`config.mk`:
```
export PLATFORM = sky130hd
export DESIGN_NAME = keypad_scan_ctrl
export DESIGN_NICKNAME = d
export VERILOG_FILES = /design/src/rtl/keypad_scan_ctrl.sv
export SDC_FILE = /design/constraint.sdc
export NUM_CORES = 1
export LEC_CHECK = 0
export BUFFER_PORTS_ARGS = -buffer_cell sky130_fd_sc_hd__buf_2
export CORE_MARGIN = 2
export CORE_UTILIZATION = 25
export CTS_BUF_LIST = sky130_fd_sc_hd__clkbuf_16
export DETAILED_ROUTE_END_ITERATION = 10
export MAX_ROUTING_LAYER = met4
export PLACE_DENSITY = 0.43
export REMOVE_ABC_BUFFERS = 1
export SLEW_MARGIN = 30
export SYNTH_ARGS = -nofsm -noshare
export SYNTH_HDL_FRONTEND = slang
export SYNTH_SLANG_ARGS = --single-unit
```
`constraint.sdc`:
```
create_clock -name clk -period 2.4 [get_ports clk]
set_input_delay 0.36 -clock clk [delete_from_list [all_inputs] [get_ports clk]]
set_output_delay 0.36 -clock clk [all_outputs]
set_load 0.01 [all_outputs]
```
`src/rtl/keypad_scan_ctrl.sv`:
```
// keypad_scan_ctrl
//   Scans a ROWS x COLS switch matrix by driving one column low at a time,
//   debounces a single pressed key, maps it to a 4-bit key value and queues
//   it in a small FIFO for a downstream consumer.
//
// Ports
//   clk        : clock, all logic on rising edge
//   rst        : synchronous, active-high reset
//   row        : raw row lines, active-low (low = key closed on driven column)
//   col        : column drive, active-low, exactly one bit low
//   out_value  : value of the oldest buffered key (0 when out_valid is low)
//   out_digit  : out_value < BASE (0 when out_valid is low)
//   out_valid  : FIFO not empty
//   out_ready  : consumer takes out_value this cycle
//   overflow   : sticky, a key event was dropped on a full FIFO
//   busy       : FSM is anywhere but SCAN
module keypad_scan_ctrl #(
  parameter int ROWS       = 4,
  parameter int COLS       = 4,
  parameter int SCAN_DIV   = 100000,
  parameter int DEB_TICKS  = 4,
  parameter int BASE       = 10,
  parameter int FIFO_DEPTH = 4
) (
  input  logic            clk,
  input  logic            rst,
  input  logic [ROWS-1:0] row,
  output logic [COLS-1:0] col,
  output logic [3:0]      out_value,
  output logic            out_digit,
  output logic            out_valid,
  input  logic            out_ready,
  output logic            overflow,
  output logic            busy
);

  localparam int CW   = (COLS > 1) ? $clog2(COLS) : 1;
  localparam int RW   = (ROWS > 1) ? $clog2(ROWS) : 1;
  localparam int DIVW = $clog2(SCAN_DIV);
  localparam int DBW  = $clog2(DEB_TICKS + 1);
  localparam int PW   = $clog2(FIFO_DEPTH);
  localparam int CNTW = $clog2(FIFO_DEPTH + 1);

  // Row-major legend of the standard 4x4 telephone-style pad, entry 0 in the
  // low nibble: 1 2 3 A / 4 5 6 B / 7 8 9 C / * 0 # D with * = 14, # = 15.
  localparam logic [63:0] KEYMAP_4X4 = 64'hDF0E_C987_B654_A321;

  typedef enum logic [1:0] {SCAN, DEBOUNCE, EMIT, RELEASE} state_t;

  // A lone set bit is a valid press; zero or several (ghosting) is not.
  function automatic logic is_onehot(input logic [ROWS-1:0] v);
    return (v != '0) && ((v & (v - ROWS'(1))) == '0);
  endfunction

  function automatic logic [RW-1:0] onehot_index(input logic [ROWS-1:0] v);
    logic [RW-1:0] idx;
    idx = '0;
    for (int i = 0; i < ROWS; i++) begin
      if (v[i]) idx = RW'(i);
    end
    return idx;
  endfunction

  function automatic logic [3:0] key_value(input logic [RW-1:0] r,
                                           input logic [CW-1:0] c);
    int idx;
    idx = int'(r) * COLS + int'(c);
    if (ROWS == 4 && COLS == 4) return KEYMAP_4X4[idx*4 +: 4];
    else                        return idx[3:0];
  endfunction

  logic [ROWS-1:0]   row_p0, row_p1;
  logic [ROWS-1:0]   rp;
  logic [DIVW-1:0]   div_cnt;
  logic              tick;
  state_t            state, state_nxt;
  logic [CW-1:0]     col_idx;
  logic [DBW-1:0]    deb_cnt, rel_cnt;
  logic [ROWS-1:0]   rp_lat;
  logic [RW-1:0]     r_lat;
  logic              col_adv, latch, deb_inc, rel_inc, rel_clr;
  logic [3:0]        fifo_mem [FIFO_DEPTH];
  logic [PW-1:0]     wr_ptr, rd_ptr;
  logic [CNTW-1:0]   fifo_cnt;
  logic              push, pop, full, wr_en;

  // ---- stage p0/p1: row synchronizer, released lines idle high ----
  always_ff @(posedge clk) begin
    if (rst) begin
      row_p0 <= '1;
      row_p1 <= '1;
    end else begin
      row_p0 <= row;
      row_p1 <= row_p0;
    end
  end

  assign rp = ~row_p1;

  // ---- scan tick divider ----
  always_ff @(posedge clk) begin
    if (rst)                                div_cnt <= '0;
    else if (div_cnt == DIVW'(SCAN_DIV - 1)) div_cnt <= '0;
    else                                     div_cnt <= div_cnt + DIVW'(1);
  end

  assign tick = (div_cnt == DIVW'(SCAN_DIV - 1));

  // ---- scan / debounce FSM ----
  always_comb begin
    state_nxt = state;
    col_adv   = 1'b0;
    latch     = 1'b0;
    deb_inc   = 1'b0;
    rel_inc   = 1'b0;
    rel_clr   = 1'b0;
    case (state)
      SCAN: begin
        if (tick) begin
          if (is_onehot(rp)) begin
            latch     = 1'b1;
            state_nxt = DEBOUNCE;
          end else begin
            col_adv = 1'b1;
          end
        end
      end
      DEBOUNCE: begin
        if (tick) begin
          if (rp == rp_lat) begin
            if (deb_cnt == DBW'(DEB_TICKS - 1)) state_nxt = EMIT;
            else                                deb_inc   = 1'b1;
          end else begin
            state_nxt = SCAN;
            col_adv   = 1'b1;
          end
        end
      end
      EMIT: begin
        rel_clr   = 1'b1;
        state_nxt = RELEASE;
      end
      RELEASE: begin
        if (tick) begin
          if (rp == '0) begin
            if (rel_cnt == DBW'(DEB_TICKS - 1)) begin
              state_nxt = SCAN;
              col_adv   = 1'b1;
            end else begin
              rel_inc = 1'b1;
            end
          end else begin
            rel_clr = 1'b1;
          end
        end
      end
      default: state_nxt = SCAN;
    endcase
  end

  always_ff @(posedge clk) begin
    if (rst) begin
      state   <= SCAN;
      col_idx <= '0;
      deb_cnt <= '0;
      rel_cnt <= '0;
    end else begin
      state <= state_nxt;
      if (col_adv) begin
        if (col_idx == CW'(COLS - 1)) col_idx <= '0;
        else                          col_idx <= col_idx + CW'(1);
      end
      if (latch)        deb_cnt <= '0;
      else if (deb_inc) deb_cnt <= deb_cnt + DBW'(1);
      if (rel_clr)      rel_cnt <= '0;
      else if (rel_inc) rel_cnt <= rel_cnt + DBW'(1);
    end
  end

  // Captured press pattern and its row; only meaningful once latched.
  always_ff @(posedge clk) begin
    if (latch) begin
      rp_lat <= rp;
      r_lat  <= onehot_index(rp);
    end
  end

  assign col  = ~(COLS'(1) << col_idx);
  assign busy = (state != SCAN);

  // ---- key-event FIFO ----
  assign push  = (state == EMIT);
  assign full  = (fifo_cnt == CNTW'(FIFO_DEPTH));
  assign pop   = out_valid && out_ready;
  // A pop in the same cycle frees the slot, so a full FIFO still accepts.
  assign wr_en = push && (!full || pop);

  always_ff @(posedge clk) begin
    if (rst) begin
      wr_ptr   <= '0;
      rd_ptr   <= '0;
      fifo_cnt <= '0;
      overflow <= 1'b0;
    end else begin
      if (wr_en) wr_ptr <= wr_ptr + PW'(1);
      if (pop)   rd_ptr <= rd_ptr + PW'(1);
      case ({wr_en, pop})
        2'b10:   fifo_cnt <= fifo_cnt + CNTW'(1);
        2'b01:   fifo_cnt <= fifo_cnt - CNTW'(1);
        default: fifo_cnt <= fifo_cnt;
      endcase
      if (push && full && !pop) overflow <= 1'b1;
    end
  end

  // column is still held during EMIT, so col_idx is the pressed column
  always_ff @(posedge clk) begin
    if (wr_en) fifo_mem[wr_ptr] <= key_value(r_lat, col_idx);
  end

  assign out_valid = (fifo_cnt != '0);
  assign out_value = out_valid ? fifo_mem[rd_ptr] : 4'd0;
  assign out_digit = out_valid && (int'(fifo_mem[rd_ptr]) < BASE);

endmodule

```
==> run metrics, run 1 <==
worst hold path cell count 2; vias in the first global route 2097; cell row count 41; setup TNS 0 ns; leak pwr 1.42 nW; min Tclk post-route 2.09 ns; CTS max path bufs 2; routed length per instance 11.5 um; CP Max Fanout 4; Yosys warning count 0; crit end category output port; die height 118 um; critical path arrival 1.73 ns; initial drt markers 56; Max Slew Vio Count 0; Synth async-reset ratio 0; Worst Skew 0.00731 ns; unrepaired setup endpoints after global routing no; Tot GR Track Use 0.0960; setup bufs post-CTS 0; hold endpoint row_p0[0]; endpoints failing setup 0; Max-slew headroom 0.511; max-cap viol count 0; hold bufs inserted after CTS 0; via count 2226; pwr/cell area 650 nW/um^2; gpl congestion 0.753; worst vdd rail ir drop 0.421 mV; Max Fclk 479 MHz; final wirelength 5890 um; Starting Density 0.256; die width 118 um; Sink Count 67; part of the Yosys area used for sequential elements 0.481; Worst-path clk slew 0.05 ns; fin crit share 0.871; Critical R2R Launch fifo_cnt[1]; startpoint types flop; fin util 0.300; layout cells sized above 1 0.182; Pre-Repair DR Iteration Count 4; flops & latches, synth 67; pre-CTS WS 0.396 ns; total CTS buffers 9; Area after DPL 3520 sq um; Post-Syn Area per Cell 10.2 sq um; CTS resizes 0; die area 13900 sq um; FF-to-FF setup slack 0.39 ns; kind of critical path flop to output port; Routed Antenna Nets 0; first-pass GRT wire length 10200 um; grt total ovfl 0; Worst R2R End fifo_cnt[2]; Syn-to-layout area delta 17.0%; Netlist cell types 49; diode count 0; WHS 0.208 ns; hold_sp row[0]; Slew @ Worst Pin 0.728 ns; port bufs 18; largest net degree at the start of global routing 24; worst-skew pair later-pin latency 0.34 ns; fin area 3800 sq um; Root Buffer clkbuf_16; vias per std cell 4.34; initial antenna violation count 0; Synth Flop Type dfxtp_1; Cells after Synth 317; NumNets Final 358; number of remaining DRC errors 0; IO Count 19; core footprint 12700 sq um; DPL Wire Length 4190 um; Reg2Reg Depth 6; Synth Cell Area 3250 sq um; endpoints failing hold 0; Post-synth EDFFs 22; min-delay worst type primary input to flop; H-tree depth 3; critical path required time 2.04 ns; status finished, final reports clean; TritonCTS clock tree yes; Setup WS post-layout 0.310 ns
## synthesized netlist by cell type, types with 3 or more instances
cell / number / share of area
buf_2: 4 / 0.0062
xnor2_1: 11 / 0.030
clkbuf_1: 8 / 0.0092
nand4_1: 7 / 0.013
nor2_1: 35 / 0.040
o221ai_1: 3 / 0.0081
mux4_2: 4 / 0.028
nor3_1: 7 / 0.011
nand3_1: 12 / 0.018
a211oi_1: 3 / 0.0069
or2_2: 10 / 0.019
edfxtp_1: 22 / 0.20
nand2b_1: 3 / 0.0058
and3_1: 5 / 0.0096
nor2b_1: 3 / 0.0058
dfxtp_1: 45 / 0.28
inv_1: 18 / 0.021
and2_1: 12 / 0.023
or3_1: 3 / 0.0058
a21oi_1: 8 / 0.012
buf_4: 3 / 0.0069
ha_1: 14 / 0.054
xor2_1: 14 / 0.038
mux2i_1: 6 / 0.018
nand2_1: 19 / 0.022
o21ai_0: 9 / 0.014
## where the power goes
| part | total (W) | switching [W] | internal [W] |
|---|---|---|---|
| clock network | 0.00122 | 0.000473 | 0.000747 |
| registers | 0.00119 | 0.00000979 | 0.00118 |
| logic | 0.0000600 | 0.0000369 | 0.0000231 |
## logic make-up (layout without fill, tap and decap cells)
group                      count (synthesis)  count (layout)  synth area share
and+or+nand+nor                          127             127             0.215
DFF                                       67              67             0.481
AOI/OAI and AO/OA                         39              39            0.0836
buffers and inverters                     33              57            0.0432
xor gates and xnor gates                  25              25            0.0674
adders and majority gates                 15              15            0.0601
muxes                                     11              11            0.0497
## cells in the final DEF, fill, tap and decap left out, types with 2 or more instances in the layout
master / netlist / final
and2_1: 12 / 12
or3_1: 3 / 3
o21bai_1: 2 / 2
mux2i_1: 6 / 6
buf_4: 3 / 5
o21ai_0: 9 / 9
nor3_1: 7 / 7
nor2_1: 35 / 35
nand2b_1: 3 / 3
clkbuf_16: 0 / 10
nand4_1: 7 / 7
nand2_1: 19 / 19
inv_1: 18 / 19
edfxtp_1: 22 / 22
xor2_1: 14 / 14
mux4_2: 4 / 4
nor2b_1: 3 / 3
clkinv_2: 0 / 3
xnor2_1: 11 / 11
and4_1: 2 / 2
o211ai_1: 2 / 2
nand3_1: 12 / 12
a211oi_1: 3 / 3
a311oi_1: 2 / 2
a31oi_1: 2 / 2
ha_1: 14 / 14
buf_2: 4 / 18
and3_1: 5 / 5
dfxtp_1: 45 / 45
o221a_2: 2 / 2
a21oi_1: 8 / 8
o221ai_1: 3 / 3
or2_2: 10 / 10
## sequential cells by signal, indices dropped and copies added, names as in the netlist, named ones only
register / flops
div_cnt: 17
fifo_mem: 16
row_p0: 4
row_p1: 4
rp_lat: 4
deb_cnt: 3
fifo_cnt: 3
rel_cnt: 3
col_idx: 2
r_lat: 2
rd_ptr: 2
wr_ptr: 2
overflow: 1
state: 1
## layer usage
layer  track usage  wire length [um]  up-vias
met3        0.0402               260        7
li1              -                 -     1151
met5             -                 0        -
met2         0.140              2640       37
met4        0.0429                99        0
met1         0.116              2880     1031
## cell type report
cell class,count,area [sq um]
Timing Repair Buffer,23,128
Sequential cell,67,1560
Tap cell,172,215
Inverter,18,67.6
Clock inverter,6,30.0
Clock buffer,10,250
Fill cell,1321,8870
Multi-Input combinational cell,217,1550
## worst max-delay path by stage
stage,startpoint,endpoint,slack [ns],depth (start not counted)
final,flop,out_digit,0.31,4
after floorplan,fifo_cnt[1],fifo_cnt[2],0.38,6
after detailed placement,fifo_cnt[1],fifo_cnt[2],0.40,6
after global placement,fifo_cnt[1],fifo_cnt[2],0.44,6
after global routing,flop,out_digit,0.16,4
after CTS,flop,out_digit,0.26,4
## metrics by stage
step | instances | power, W
final | 513 | 0.00247
after global routing | 513 | 0.00257
after CTS | 513 | 0.00252
after detailed placement | 497 | 0.00127
after global placement | 497 | 0.00127
after floorplan | 302 | 0.00124
## critical path: stages (launching register included)
cell	delay [ns]
dfxtp_1	0.46
mux4_2	0.54
o21ai_0	0.15
and2_1	0.13
buf_2	0.12
(Power assumes the default switching activity.)
==> run 2: changes to the inputs <==
--- a/config.mk
+++ b/config.mk
@@ -5,7 +5,7 @@
 export SDC_FILE = /design/constraint.sdc
 export NUM_CORES = 1
 export LEC_CHECK = 0
-export BUFFER_PORTS_ARGS = -buffer_cell sky130_fd_sc_hd__buf_2
+export BUFFER_PORTS_ARGS = -buffer_cell sky130_fd_sc_hd__clkbuf_2
 export CORE_MARGIN = 2
 export CORE_UTILIZATION = 25
 export CTS_BUF_LIST = sky130_fd_sc_hd__clkbuf_16
==> run metrics, run 2 (synthesis results as in run 1) <==
status finished, final reports clean; port bufs 18 (unchanged); GR Util met2 0.138 (-0.00182); endpoints failing hold 0 (unchanged); M1 GR Usage 0.116 (-0.000209); FF-to-FF setup slack 0.35 ns (-0.04 ns); via count 2200 (-1.2%); CP top delay family multiplexers; startpoint types flop; routed length per instance 11.4 um (-1.0%); NumNets Final 359 (+0.28%); TritonCTS clock tree yes; Starting Density 0.256 (unchanged); core footprint 12700 sq um (unchanged); fin util 0.302 (+0.00207); largest net degree at the start of global routing 23 (-4.2%); die width 118 um (unchanged); gpl congestion 0.769 (+2.2%); Sw Ratio 0.202 (-0.00891); CP cell instances mux4_2 > o21ai_0 > and2_1 > clkbuf_2; pwr/cell area 659 nW/um^2 (+1.5%); Max Fclk 476 MHz (-0.48%); grt total ovfl 0 (unchanged); fin area 3820 sq um (+0.69%); CP Max Fanout 4 (unchanged); Power Internal 0.00201 W (+3.3%); setup TNS 0 ns (unchanged); first-pass GRT wire length 10000 um (-1.5%); kind of critical path flop to output port; vias per std cell 4.28 (-1.4%); initial antenna violation count 0 (unchanged); unrepaired setup endpoints after global routing no; setup bufs post-CTS 0 (unchanged); Max-slew headroom 0.513 (+0.00172); switching power 0.000509 W (-2.1%); busiest layer in global routing met2; max-cap viol count 0 (unchanged); IO Count 19 (unchanged); die area 13900 sq um (unchanged); total CTS buffers 9 (unchanged); clock share of power 0.505 (+0.010); CTS max path bufs 2 (unchanged); commonest non-fill, non-tap cell in the layout dfxtp_1; Tot GR Track Use 0.0917 (-0.00428); Syn-to-layout area delta 17.8%; Worst-path clk slew 0.05 ns (about the same); hold bufs inserted after CTS 0 (unchanged); Area after DPL 3520 sq um (+0.21%); Comb pwr share 0.024 (about the same); met3 usage 0.0320 (-0.00824); Reg with most FFs div_cnt; CP peak stage delay 0.54 ns (about the same); H-tree depth 3 (unchanged); worst path bufs/invs 1 (unchanged); Pre-Repair DR Iteration Count 4 (unchanged); Root Buffer clkbuf_16; Max Slew Vio Count 0 (unchanged); number of remaining DRC errors 0 (unchanged); critical path arrival 1.74 ns (about the same); Slowest cell on crit path mux4_2; Routed Antenna Nets 0 (unchanged); layout cells sized above 1 0.181 (-0.000532); CTS resizes 0 (unchanged); Final Power 0.00252 W (+2.2%); vias in the first global route 2092 (-0.24%); die height 118 um (unchanged); diode count 0 (unchanged); min-delay worst type primary input to flop; cell row count 41 (unchanged); Sink Count 67 (unchanged); endpoints failing setup 0 (unchanged); min Tclk post-route 2.10 ns (+0.0100 ns); Sequential Power Share 0.471 (-0.010); worst-skew pair later-pin latency 0.32 ns (-0.02 ns); leak pwr 1.43 nW (+0.55%); worst vdd rail ir drop 0.364 mV (-13%); crit end category output port; Worst Skew 0.00523 ns (-0.00209 ns); initial drt markers 70 (+25%); fin crit share 0.875 (+0.00417); most frequent cells in the layout dfxtp_1, nor2_1, edfxtp_1, inv_1, nand2_1; critical path required time 2.04 ns (about the same); Largest register FFs 17 (unchanged); Largest regs div_cnt: 17 flops, fifo_mem: 16 flops; DPL Wire Length 4150 um (-1.1%); Slew @ Worst Pin 0.725 ns (-0.00257 ns); final wirelength 5840 um (-0.83%)
## run 2: final timing paths
path	startpoint	endpoint	cells after the start
min	row[0]	row_p0[0]	2
max reg2reg	fifo_cnt[1]	fifo_cnt[2]	6
min reg2reg	row_p0[1]	row_p1[1]	1
max	flop	out_digit	4
## run 2: layout make-up
class	count	area [sq um]
clock inverter	5	23.8
inverter	18	67.6
fill	1340	8850
sequential	67	1560
timing repair buffer	24	135
clock buffer	11	275
tap	172	215
multi-input combinational	217	1550
## run 2: metal layers
layer	routed length, um	share of wire
met5	0	0
met4	71	0.012
met3	208	0.036
met2	2560	0.44
met1	3000	0.51
## run 2: worst reg2reg max path, cell delays in order, from the launching register on
cell and delay (ns):
dfxtp_1 0.48, or3_1 0.18, nand3_1 0.11, fa_1 0.45, or3_1 0.38, a311oi_1 0.28, nor2_1 0.06
## run 2: power groups by stage
stage / combinational, W / sequential [W] / clock, W
floorplan: 0.0000373 / 0.00121 / 0
global placement: 0.0000626 / 0.00121 / 0
detailed placement: 0.0000628 / 0.00121 / 0
CTS: 0.0000629 / 0.00119 / 0.00131
global route: 0.0000718 / 0.00119 / 0.00137
finish: 0.0000616 / 0.00119 / 0.00127
## run 2: per-stage QoR
step | worst slack, ns | hold WS [ns] | instances
after floorplan | 0.384 | 0.389 | 302
after global placement | 0.446 | 0.394 | 498
after detailed placement | 0.383 | 0.392 | 498
after CTS | 0.250 | 0.203 | 514
after global routing | 0.188 | 0.204 | 514
final | 0.300 | 0.215 | 514
==> run 3: changes to the inputs <==
--- a/config.mk
+++ b/config.mk
@@ -7,11 +7,11 @@
 export LEC_CHECK = 0
 export BUFFER_PORTS_ARGS = -buffer_cell sky130_fd_sc_hd__clkbuf_2
 export CORE_MARGIN = 2
-export CORE_UTILIZATION = 25
+export CORE_UTILIZATION = 50
 export CTS_BUF_LIST = sky130_fd_sc_hd__clkbuf_16
 export DETAILED_ROUTE_END_ITERATION = 10
 export MAX_ROUTING_LAYER = met4
-export PLACE_DENSITY = 0.43
+export PLACE_DENSITY = 0.71
 export REMOVE_ABC_BUFFERS = 1
 export SLEW_MARGIN = 30
 export SYNTH_ARGS = -nofsm -noshare
==> run metrics, run 3 (synthesis results as in run 1) <==
critical path required time 2.61 ns (+0.57 ns); vias per std cell 5.31 (+24%); Pre-Repair DR Iteration Count 4 (unchanged); Worst-path clk slew 0.05 ns (about the same); TritonCTS clock tree yes; Root Buffer clkbuf_16; commonest non-fill, non-tap cell in the layout dfxtp_1; Area after DPL 3410 sq um (-3.2%); number of remaining DRC errors 0 (unchanged); initial drt markers 164 (+130%); core footprint 6310 sq um (-50%); vias in the first global route 2195 (+4.9%); fin crit share 0.904 (+0.0287); FF-to-FF setup slack 0.23 ns (-0.12 ns); endpoints failing setup 0 (unchanged); DPL Wire Length 3850 um (-7.3%); Fillers 549 (-59%); status finished, final reports clean; critical path arrival 2.38 ns (+0.64 ns); IO Count 19 (unchanged); setup bufs post-CTS 0 (unchanged); Multi-input gate area 1550 sq um (unchanged); CP Max Fanout 9 (+5); cell row count 29 (-29%); unrepaired setup endpoints after global routing no; grt total ovfl 0 (unchanged); gpl congestion 0.832 (+8.1%); routed length per instance 12.7 um (+12%); Sink Count 67 (unchanged); CTS max path bufs 2 (unchanged); diode count 0 (unchanged); Routed Antenna Nets 0 (unchanged); port bufs 18 (unchanged); Reg with most FFs div_cnt; hold bufs inserted after CTS 0 (unchanged); CTS resizes 0 (unchanged); total CTS buffers 9 (unchanged); final wirelength 5330 um (-8.8%); pwr/cell area 644 nW/um^2 (-2.3%); Tot GR Track Use 0.171 (+0.0791); min-delay worst type primary input to flop; initial antenna violation count 0 (unchanged); most frequent cells in the layout dfxtp_1, nor2_1, inv_1, edfxtp_1, nand2_1; max-cap viol count 0 (unchanged); leak pwr 1.42 nW (-0.38%); Largest register FFs 17 (unchanged); Non-Filler Instances 420 (-18%); H-tree depth 3 (unchanged); Worst Skew 0.00646 ns (+0.00123 ns); kind of critical path flop to flop; Syn-to-layout area delta 13.0%; NumNets Final 360 (+0.28%); register area 1560 sq um (unchanged); Max Fclk 461 MHz (-3.2%); Largest regs div_cnt: 17 flops, fifo_mem: 16 flops; worst-skew pair later-pin latency 0.33 ns (about the same); fin area 3670 sq um (-4.0%); crit end category flop; via count 2229 (+1.3%); min Tclk post-route 2.17 ns (+0.0690 ns); endpoints failing hold 0 (unchanged); largest net degree at the start of global routing 23 (unchanged); Max Slew Vio Count 0 (unchanged); first-pass GRT wire length 9510 um (-5.0%); startpoint types flop; fin util 0.581 (+0.279); Starting Density 0.514 (+0.258); setup TNS 0 ns (unchanged); Max-slew headroom 0.507 (-0.00560); die area 7150 sq um (-49%); worst vdd rail ir drop 0.837 mV (+130%); pre-CTS WS 0.267 ns (-0.117 ns); Setup WS post-layout 0.231 ns (-0.0690 ns); die height 84.6 um (-28%); die width 84.6 um (-28%); dpl cells 404 (-19%); Slew @ Worst Pin 0.734 ns (+0.00834 ns); layout cells sized above 1 0.178 (-0.00344)
-- run 3: cell count changes in the layout (fill, tap and decap cells not counted), sizes merged --
cell | previous run | this run
clkinv | 3 | 2
buf | 6 | 7
clkbuf | 29 | 27
inv | 19 | 22
-- run 3: worst paths after layout --
path / from / endpoint / cells past startpoint
max: fifo_cnt[0] / fifo_cnt[2] / 6
min reg2reg: row_p0[3] / row_p1[3] / 1
max reg2reg: fifo_cnt[0] / fifo_cnt[2] / 6
min: row[2] / row_p0[2] / 2
-- run 3: area by class of cell --
type | count | share of cell area
Clock buffer | 9 | 0.0614
Clock inverter | 7 | 0.00852
Inverter | 18 | 0.0184
Multi-Input combinational cell | 217 | 0.421
Sequential cell | 67 | 0.426
Tap cell | 77 | 0.0263
Timing Repair Buffer | 25 | 0.0389
-- run 3: report_power, final --
group	internal, W	leakage, nW	switching (W)
sequential	0.00118	0.562	0.0000103
clock	0.000676	0.138	0.000439
combinational	0.0000253	0.724	0.0000362
-- run 3: worst max-delay path, cell delays in order (launching register included) --
cell	delay, ns
dfxtp_1	0.44
or3_1	0.29
nand3_1	0.13
fa_1	0.43
or3_1	0.39
a311oi_1	0.30
nor2_1	0.06
-- run 3: through the flow --
| step | hold WS [ns] | power [W] |
|---|---|---|
| floorplan | 0.389 | 0.00124 |
| global placement | 0.392 | 0.00127 |
| detailed placement | 0.395 | 0.00127 |
| CTS | 0.203 | 0.00239 |
| global route | 0.206 | 0.00244 |
| finish | 0.212 | 0.00236 |
-- run 3: metal layers --
layer / vias to the layer above / wire (um) / track usage
met2: 37 / 2520 / 0.271
li1: 1154 / - / -
met1: 1032 / 2510 / 0.200
met3: 6 / 217 / 0.0462
met4: 0 / 77 / 0.0837
met5: - / 0 / -
